`src/rtl/rgmii_ibs_monitor.sv`:
```
// Multi-channel RGMII in-band status monitor: debounces inter-frame status nibbles
// into committed link state, sticky change flags, maskable level interrupt, flap counters.
// Latency: commit on the edge of the DEBOUNCE-th equal valid sample; interrupt one cycle later.
// Optional build macro RGMII_IBS_FLAP_CNT_EN enables the per-channel link-flap counters.
module rgmii_ibs_monitor #(
  parameter int CHANNELS = 1,
  parameter int DEBOUNCE = 4,
  parameter int CNT_W    = 16
) (
  input  logic                      clk,
  input  logic                      reset,
  input  logic [8*CHANNELS-1:0]     rxd,
  input  logic [CHANNELS-1:0]       rxdv,
  input  logic [CHANNELS-1:0]       rxer,
  input  logic [CHANNELS-1:0]       irq_mask,
  input  logic [CHANNELS-1:0]       irq_clr,
  output logic [CHANNELS-1:0]       link_up,
  output logic [2*CHANNELS-1:0]     link_spd,
  output logic [CHANNELS-1:0]       link_dplx,
  output logic [CHANNELS-1:0]       change_sts,
  output logic                      interrupt,
  output logic [CNT_W*CHANNELS-1:0] flap_cnt
);

  localparam logic [7:0] DEB = 8'(DEBOUNCE);

  // Status nibble layout everywhere: {dplx, spd[1:0], up}
  logic [CHANNELS-1:0][3:0] cand_q, cand_d;
  logic [CHANNELS-1:0][7:0] run_q, run_d;
  logic [CHANNELS-1:0][3:0] stat_q, stat_d;
  logic [CHANNELS-1:0]      chg_q, chg_d;
  logic                     irq_q, irq_d;
  logic [CHANNELS-1:0]      commit;
  logic [3:0]               smp;
  logic                     vld;

  // Only the low nibble of each channel carries status; the rest is frame data.
  logic unused_rxd;
  assign unused_rxd = ^rxd;

  // Debounce each channel's status nibble and decide commits / sticky flags
  always_comb begin
    cand_d = cand_q;
    run_d  = run_q;
    stat_d = stat_q;
    chg_d  = chg_q;
    commit = '0;
    smp    = '0;
    vld    = 1'b0;
    for (int i = 0; i < CHANNELS; i++) begin
      smp = rxd[8*i +: 4];
      vld = ~rxdv[i] & ~rxer[i];
      if (vld) begin
        if (smp != cand_q[i]) begin
          cand_d[i] = smp;
          run_d[i]  = 8'd1;
        end else if (run_q[i] != DEB) begin
          run_d[i]  = run_q[i] + 8'd1;
        end
      end
      // A fresh run (differing sample) may commit even if the old run sat at DEB,
      // which is what makes DEBOUNCE=1 commit on a single sample.
      commit[i] = vld && (run_d[i] == DEB) &&
                  ((smp != cand_q[i]) || (run_q[i] != DEB)) &&
                  (cand_d[i] != stat_q[i]);
      if (commit[i]) begin
        stat_d[i] = cand_d[i];
        chg_d[i]  = 1'b1;
      end else if (irq_clr[i]) begin
        chg_d[i]  = 1'b0;
      end
    end
    irq_d = |(chg_q & ~irq_mask);
  end

  // State registers
  always_ff @(posedge clk or posedge reset) begin
    if (reset) begin
      cand_q <= '0;
      run_q  <= '0;
      stat_q <= '0;
      chg_q  <= '0;
      irq_q  <= 1'b0;
    end else begin
      cand_q <= cand_d;
      run_q  <= run_d;
      stat_q <= stat_d;
      chg_q  <= chg_d;
      irq_q  <= irq_d;
    end
  end

  // Unpack committed status onto the output buses
  always_comb begin
    link_up   = '0;
    link_spd  = '0;
    link_dplx = '0;
    for (int i = 0; i < CHANNELS; i++) begin
      link_up[i]         = stat_q[i][0];
      link_spd[2*i +: 2] = stat_q[i][2:1];
      link_dplx[i]       = stat_q[i][3];
    end
  end

  assign change_sts = chg_q;
  assign interrupt  = irq_q;

`ifdef RGMII_IBS_FLAP_CNT_EN
  logic [CHANNELS-1:0][CNT_W-1:0] flap_q, flap_d;

  // Count commits that change link_up, saturating at all-ones
  always_comb begin
    flap_d = flap_q;
    for (int i = 0; i < CHANNELS; i++) begin
      if (commit[i] && (cand_d[i][0] != stat_q[i][0]) && (flap_q[i] != '1)) begin
        flap_d[i] = flap_q[i] + {{(CNT_W-1){1'b0}}, 1'b1};
      end
    end
  end

  // Flap counter registers, cleared only by reset
  always_ff @(posedge clk or posedge reset) begin
    if (reset) flap_q <= '0;
    else       flap_q <= flap_d;
  end

  assign flap_cnt = flap_q;
`else
  assign flap_cnt = '0;
`endif

endmodule

```
`config.mk`:
```
export PLATFORM = sky130hd
export DESIGN_NAME = rgmii_ibs_monitor
export DESIGN_NICKNAME = d
export VERILOG_FILES = /design/src/rtl/rgmii_ibs_monitor.sv
export SDC_FILE = /design/constraint.sdc
export NUM_CORES = 1
export LEC_CHECK = 0
export CORE_UTILIZATION = 42
export DETAILED_ROUTE_END_ITERATION = 10
export GPL_TIMING_DRIVEN = 0
export PLACE_DENSITY = 0.75
export SLEW_MARGIN = 40
export SYNTH_ARGS = -nofsm -noshare
export SYNTH_HDL_FRONTEND = slang
export SYNTH_SLANG_ARGS = --single-unit
```
`constraint.sdc`:
```
create_clock -name clk -period 1.8 [get_ports clk]
set_input_delay 0.36 -clock clk [delete_from_list [all_inputs] [get_ports clk]]
set_output_delay 0.36 -clock clk [all_outputs]
set_load 0.05 [all_outputs]
```
==> metrics.txt <==
# TYPE chip_impl_metric gauge
chip_impl_info{name="startpoint_type",value="register"} 1
chip_impl_metric{name="n_fill_cell",unit=""} 241
chip_impl_metric{name="period_minus_slack",unit="ns"} 2.10
chip_impl_metric{name="cts-htree-levels",unit=""} 1
chip_impl_metric{name="route.final.wire_length",unit="microns"} 2980
chip_impl_info{name="grt_setup_unrepaired",value="yes"} 1
chip_impl_metric{name="setup_ws",unit="ns"} -0.302
chip_impl_metric{name="routedWlPerCell",unit="microns"} 13.8
chip_impl_metric{name="detailroute.via_count",unit=""} 1105
chip_impl_metric{name="synth-warning-count",unit=""} 0
chip_impl_metric{name="share_of_synthesized_cell_area_in_and_or_nand_and_nor_gates",unit="%"} 24.4
chip_impl_metric{name="stdcell_area",unit="sq um"} 1780
chip_impl_metric{name="synth.area.mux_share",unit="%"} 3.65
chip_impl_info{name="synth_area_leader_cell",value="dfrtp_1"} 1
chip_impl_info{name="critPathSlowestCell",value="dfrtp_2"} 1
chip_impl_info{name="min-delay-path-class",value="in -> async"} 1
chip_impl_metric{name="core",unit="sq um"} 2760
chip_impl_metric{name="grt_overflow_total",unit=""} 0
chip_impl_metric{name="floorplan.initialDensity",unit="%"} 44.7
chip_impl_metric{name="clock_sink_total",unit=""} 18
chip_impl_metric{name="floorplan.rows",unit=""} 19
chip_impl_metric{name="drt_pass1_iterations",unit=""} 4
chip_impl_metric{name="die_width",unit="microns"} 56.2
chip_impl_metric{name="grt_start_max_net_pins",unit=""} 19
chip_impl_metric{name="cp.buffers_inverters",unit=""} 2
chip_impl_metric{name="nets",unit=""} 201
chip_impl_metric{name="p_leak",unit="uW"} 0.000863
chip_impl_metric{name="die_height",unit="microns"} 56.2
chip_impl_metric{name="clock_latency",unit="ns"} 0.31
chip_impl_metric{name="ys_seq_elements",unit=""} 18
chip_impl_info{name="critical_path.top_delay_family",value="simple AND/OR/NAND/NOR gates"} 1
chip_impl_metric{name="worst_setup_slack_for_register_to_register_paths",unit="ns"} -0.30
chip_impl_info{name="status",value="finished with violations"} 1
chip_impl_metric{name="share_of_layout_cells_above_drive_strength_1",unit="%"} 42.4
chip_impl_metric{name="synth_sequential_area_ratio",unit="%"} 36.5
chip_impl_info{name="synth_top_family_by_area",value="simple AND/OR/NAND/NOR gates"} 1
chip_impl_metric{name="worst_slew_margin_rel",unit="%"} 54.0
chip_impl_info{name="worstSetupPathType",value="reg -> reg"} 1
chip_impl_metric{name="finalClockSkew",unit="ns"} 0.00982
chip_impl_info{name="synth.area.top_cells",value="dfrtp_1 (37%), buf_4 (10%), nand2_1 (6.7%), o21ai_0 (4.1%), mux2_1 (3.7%)"} 1
chip_impl_metric{name="power_per_cell_area",unit="nW/um^2"} 690
chip_impl_metric{name="final_weighted_congestion_of_routability_driven_global_placement",unit=""} 0.831
chip_impl_info{name="worstSetupEndpointType",value="register"} 1
chip_impl_metric{name="synth.cell_area",unit="sq um"} 1230
chip_impl_metric{name="worst-endpoint-arrival",unit="ns"} 2.29
chip_impl_metric{name="drtIter0Drc",unit=""} 32
chip_impl_metric{name="hold_slack",unit="ns"} 0.445
chip_impl_metric{name="die_area",unit="sq um"} 3160
chip_impl_metric{name="drc",unit=""} 0
chip_impl_metric{name="fin_crit_sh",unit="%"} 117
chip_impl_metric{name="insertedDiodeCount",unit=""} 0
chip_impl_info{name="crit_path_cell_trace",value="nor3_4 -> buf_6 -> nand4_4 -> a21oi_2 -> o21ai_2 -> nor4_4 -> buf_6 -> mux2_4"} 1
chip_impl_metric{name="synth_cells",unit=""} 133
chip_impl_metric{name="post_drt_via_cell_ratio",unit=""} 5.14
chip_impl_metric{name="grt_pass1_vias",unit=""} 1020
chip_impl_metric{name="post_synth_xor_area_fraction",unit="%"} 6.40
chip_impl_info{name="cts_tree",value="built"} 1
chip_impl_metric{name="worst-slew-pin-transition",unit="ns"} 0.690
chip_impl_metric{name="final_hold_fails",unit=""} 0
chip_impl_metric{name="crit_path_max_fo",unit=""} 5
chip_impl_metric{name="fmaxAchievable",unit="MHz"} 476
chip_impl_metric{name="post_detailed_route_count_of_antenna_violating_nets",unit=""} 0
chip_impl_metric{name="cts-buffers-inserted",unit=""} 3
chip_impl_metric{name="detailed_place.area",unit="sq um"} 1490
chip_impl_metric{name="worst_setup_hold_path_clk_slew",unit="ns"} 0.11
chip_impl_metric{name="buffer_ports.inserted",unit=""} 15
chip_impl_info{name="root_buffer",value="clkbuf_4"} 1
chip_impl_info{name="violated_checks",value="negative setup slack"} 1
chip_impl_metric{name="count_of_final_setup_violators",unit=""} 5
chip_impl_metric{name="grt.total_usage",unit="%"} 18.6
chip_impl_metric{name="clock_path_buffers",unit=""} 2
chip_impl_metric{name="io-pin-count",unit=""} 36
chip_impl_metric{name="peakVddDrop",unit="V"} 0.000730
chip_impl_metric{name="critPathRequiredTime",unit="ns"} 1.99
chip_impl_metric{name="cts.hold.buffers_added",unit=""} 0
chip_impl_metric{name="dp_hpwl",unit="microns"} 1800
chip_impl_info{name="path_common_cell",value="buf_6"} 1
chip_impl_metric{name="regArea",unit="sq um"} 460
chip_impl_metric{name="antenna_found_initial",unit=""} 0
chip_impl_metric{name="final_max_slew_viol_count",unit=""} 0
chip_impl_metric{name="area_occupied_by_multi_input_gates",unit="sq um"} 786
chip_impl_metric{name="area.growth.synth_to_final",unit="%"} 44.5
chip_impl_metric{name="yosys.area.top_type_share",unit="%"} 36.5
chip_impl_metric{name="largest_stage_delay_worst_path",unit="ns"} 0.47
chip_impl_metric{name="synth_compound_gate_area_share",unit="%"} 12.2
chip_impl_metric{name="avgSynthCellArea",unit="sq um"} 9.27
chip_impl_metric{name="grt_first_pass_wirelength",unit="microns"} 4530
chip_impl_metric{name="drv.max_cap_violation_count",unit=""} 0
chip_impl_metric{name="yosysUniqueCellTypes",unit=""} 37
chip_impl_metric{name="yosys.area_share.adder",unit="%"} 2.03
==> state kept, by name, indices dropped and copies added (netlist names) <==
| signal | flops |
|---|---|
| cand_q | 4 |
| stat_q | 4 |
| interrupt | 1 |
| run_q | 8 |
| change_sts | 1 |
==> cell usage in the layout (no fill, tap or decap), types with 2 or more instances in the layout <==
cell             count
a21oi_1              2
nand2_1             21
o21ai_0              6
inv_1                5
nor3_4               2
nand3_1              3
buf_4               32
mux2_4               4
clkdlybuf4s50_1      5
o31ai_2              3
buf_6                4
o21ai_2              2
nor2_1               3
dlygate4sd2_1       10
o21ai_1              2
a21o_2               2
xnor2_1              4
nor2b_1              2
clkbuf_8             2
xor2_1               4
conb_1              16
ha_4                 2
dfrtp_2              8
dfrtp_1             10
a21oi_2              2
clkbuf_4             3
nand4_1              3
==> path summary, 6_finish.rpt <==
| kind | startpoint | depth (start not counted) | endpoint |
|---|---|---|---|
| max in group asynchronous | reset | 2 | stat_q[1]$_DFFE_PP0P_ |
| min reg2reg | change_sts$_DFFE_PP0P_ | 1 | change_sts$_DFFE_PP0P_ |
| max reg2reg | run_q[7]$_DFF_PP0_ | 8 | stat_q[1]$_DFFE_PP0P_ |
| min | reset | 2 | run_q[0]$_DFF_PP0_ |
| max | run_q[7]$_DFF_PP0_ | 8 | stat_q[1]$_DFFE_PP0P_ |
| min in group clk | rxd[0] | 3 | cand_q[0]$_DFF_PP0_ |
==> stage by stage <==
| step | std cells | total power (uW) | util (%) | setup TNS (ns) | setup slack, ns |
|---|---|---|---|---|---|
| floorplan | 148 | 769 | - | -0.576 | -0.144 |
| global placement | 194 | 841 | 54.0 | -6.10 | -0.751 |
| detailed placement | 194 | 853 | 54.0 | -6.60 | -0.840 |
| CTS | 207 | 1170 | 60.3 | -1.19 | -0.255 |
| global route | 215 | 1290 | 64.6 | -1.83 | -0.390 |
| finish | 215 | 1230 | 64.6 | -1.39 | -0.302 |
==> power by group <==
| group | switching (uW) | internal (uW) |
|---|---|---|
| clock | 133 | 124 |
| combinational | 276 | 209 |
| sequential | 45.3 | 443 |
| total | 454 | 776 |
==> synthesized netlist by cell type <==
| cell type | instances |
|---|---|
| a31oi_1 | 1 |
| nor4_4 | 1 |
| nand3_1 | 3 |
| and3_1 | 1 |
| nand4_4 | 1 |
| xor2_1 | 4 |
| dfrtp_1 | 18 |
| nor2b_1 | 2 |
| nand3b_1 | 1 |
| clkbuf_8 | 1 |
| o31ai_1 | 4 |
| ha_1 | 2 |
| buf_4 | 17 |
| nor3_1 | 1 |
| nor4b_2 | 1 |
| o32ai_1 | 1 |
| a32oi_1 | 1 |
| inv_1 | 6 |
| conb_1 | 1 |
| nand4b_1 | 1 |
| nand2_1 | 22 |
| o41ai_1 | 1 |
| buf_6 | 1 |
| nor3_2 | 1 |
| nor3_4 | 1 |
| and2_1 | 1 |
| a21o_2 | 2 |
| mux2_1 | 4 |
| clkbuf_1 | 1 |
| and4_1 | 1 |
| nand4_1 | 3 |
| or2_2 | 2 |
| nor2_1 | 5 |
| a21oi_1 | 4 |
| xnor2_1 | 5 |
| nand2b_4 | 1 |
| o21ai_0 | 10 |
==> what timing repair did <==
item                                    4_1_cts  5_1_grt
resized for setup                            28       17
setup buffers                                10        9
pin swaps                                     8        6
endpoints found under the setup margin       17       10
==> worst register-to-register path, cell delays in order, from the launching register on <==
cell and delay [ns]:
dfrtp_2 0.47, nor3_4 0.22, buf_6 0.13, nand4_4 0.15, a21oi_2 0.18, o21ai_2 0.09
nor4_4 0.28, buf_6 0.17, mux2_4 0.31
==> metal layers <==
metal | vias to the layer above | track usage (%) | wire length (microns)
li1 | 523 | - | -
met1 | 528 | 22.6 | 1150
met5 | - | 0 | 0
met4 | 0 | 6.97 | 74
met3 | 8 | 4.65 | 159
met2 | 46 | 31.8 | 1590
==> logic make-up after synthesis <==
kind of cell,Yosys count
fa+ha+maj,2
buf+inv,26
compound gates,24
mux,4
flops,18
other cells,1
xor+xnor,9
simple gates,49
==> layout make-up <==
cell class                      count  area share [%]
Multi-Input combinational cell    104            44.1
Clock buffer                        4            2.04
Inverter                            6            1.26
Tap cell                           31            2.18
Timing Repair Buffer               34            16.4
Buffer                             18            8.15
Sequential cell                    18            25.9
Note: power is estimated with default switching activity, not from simulation.
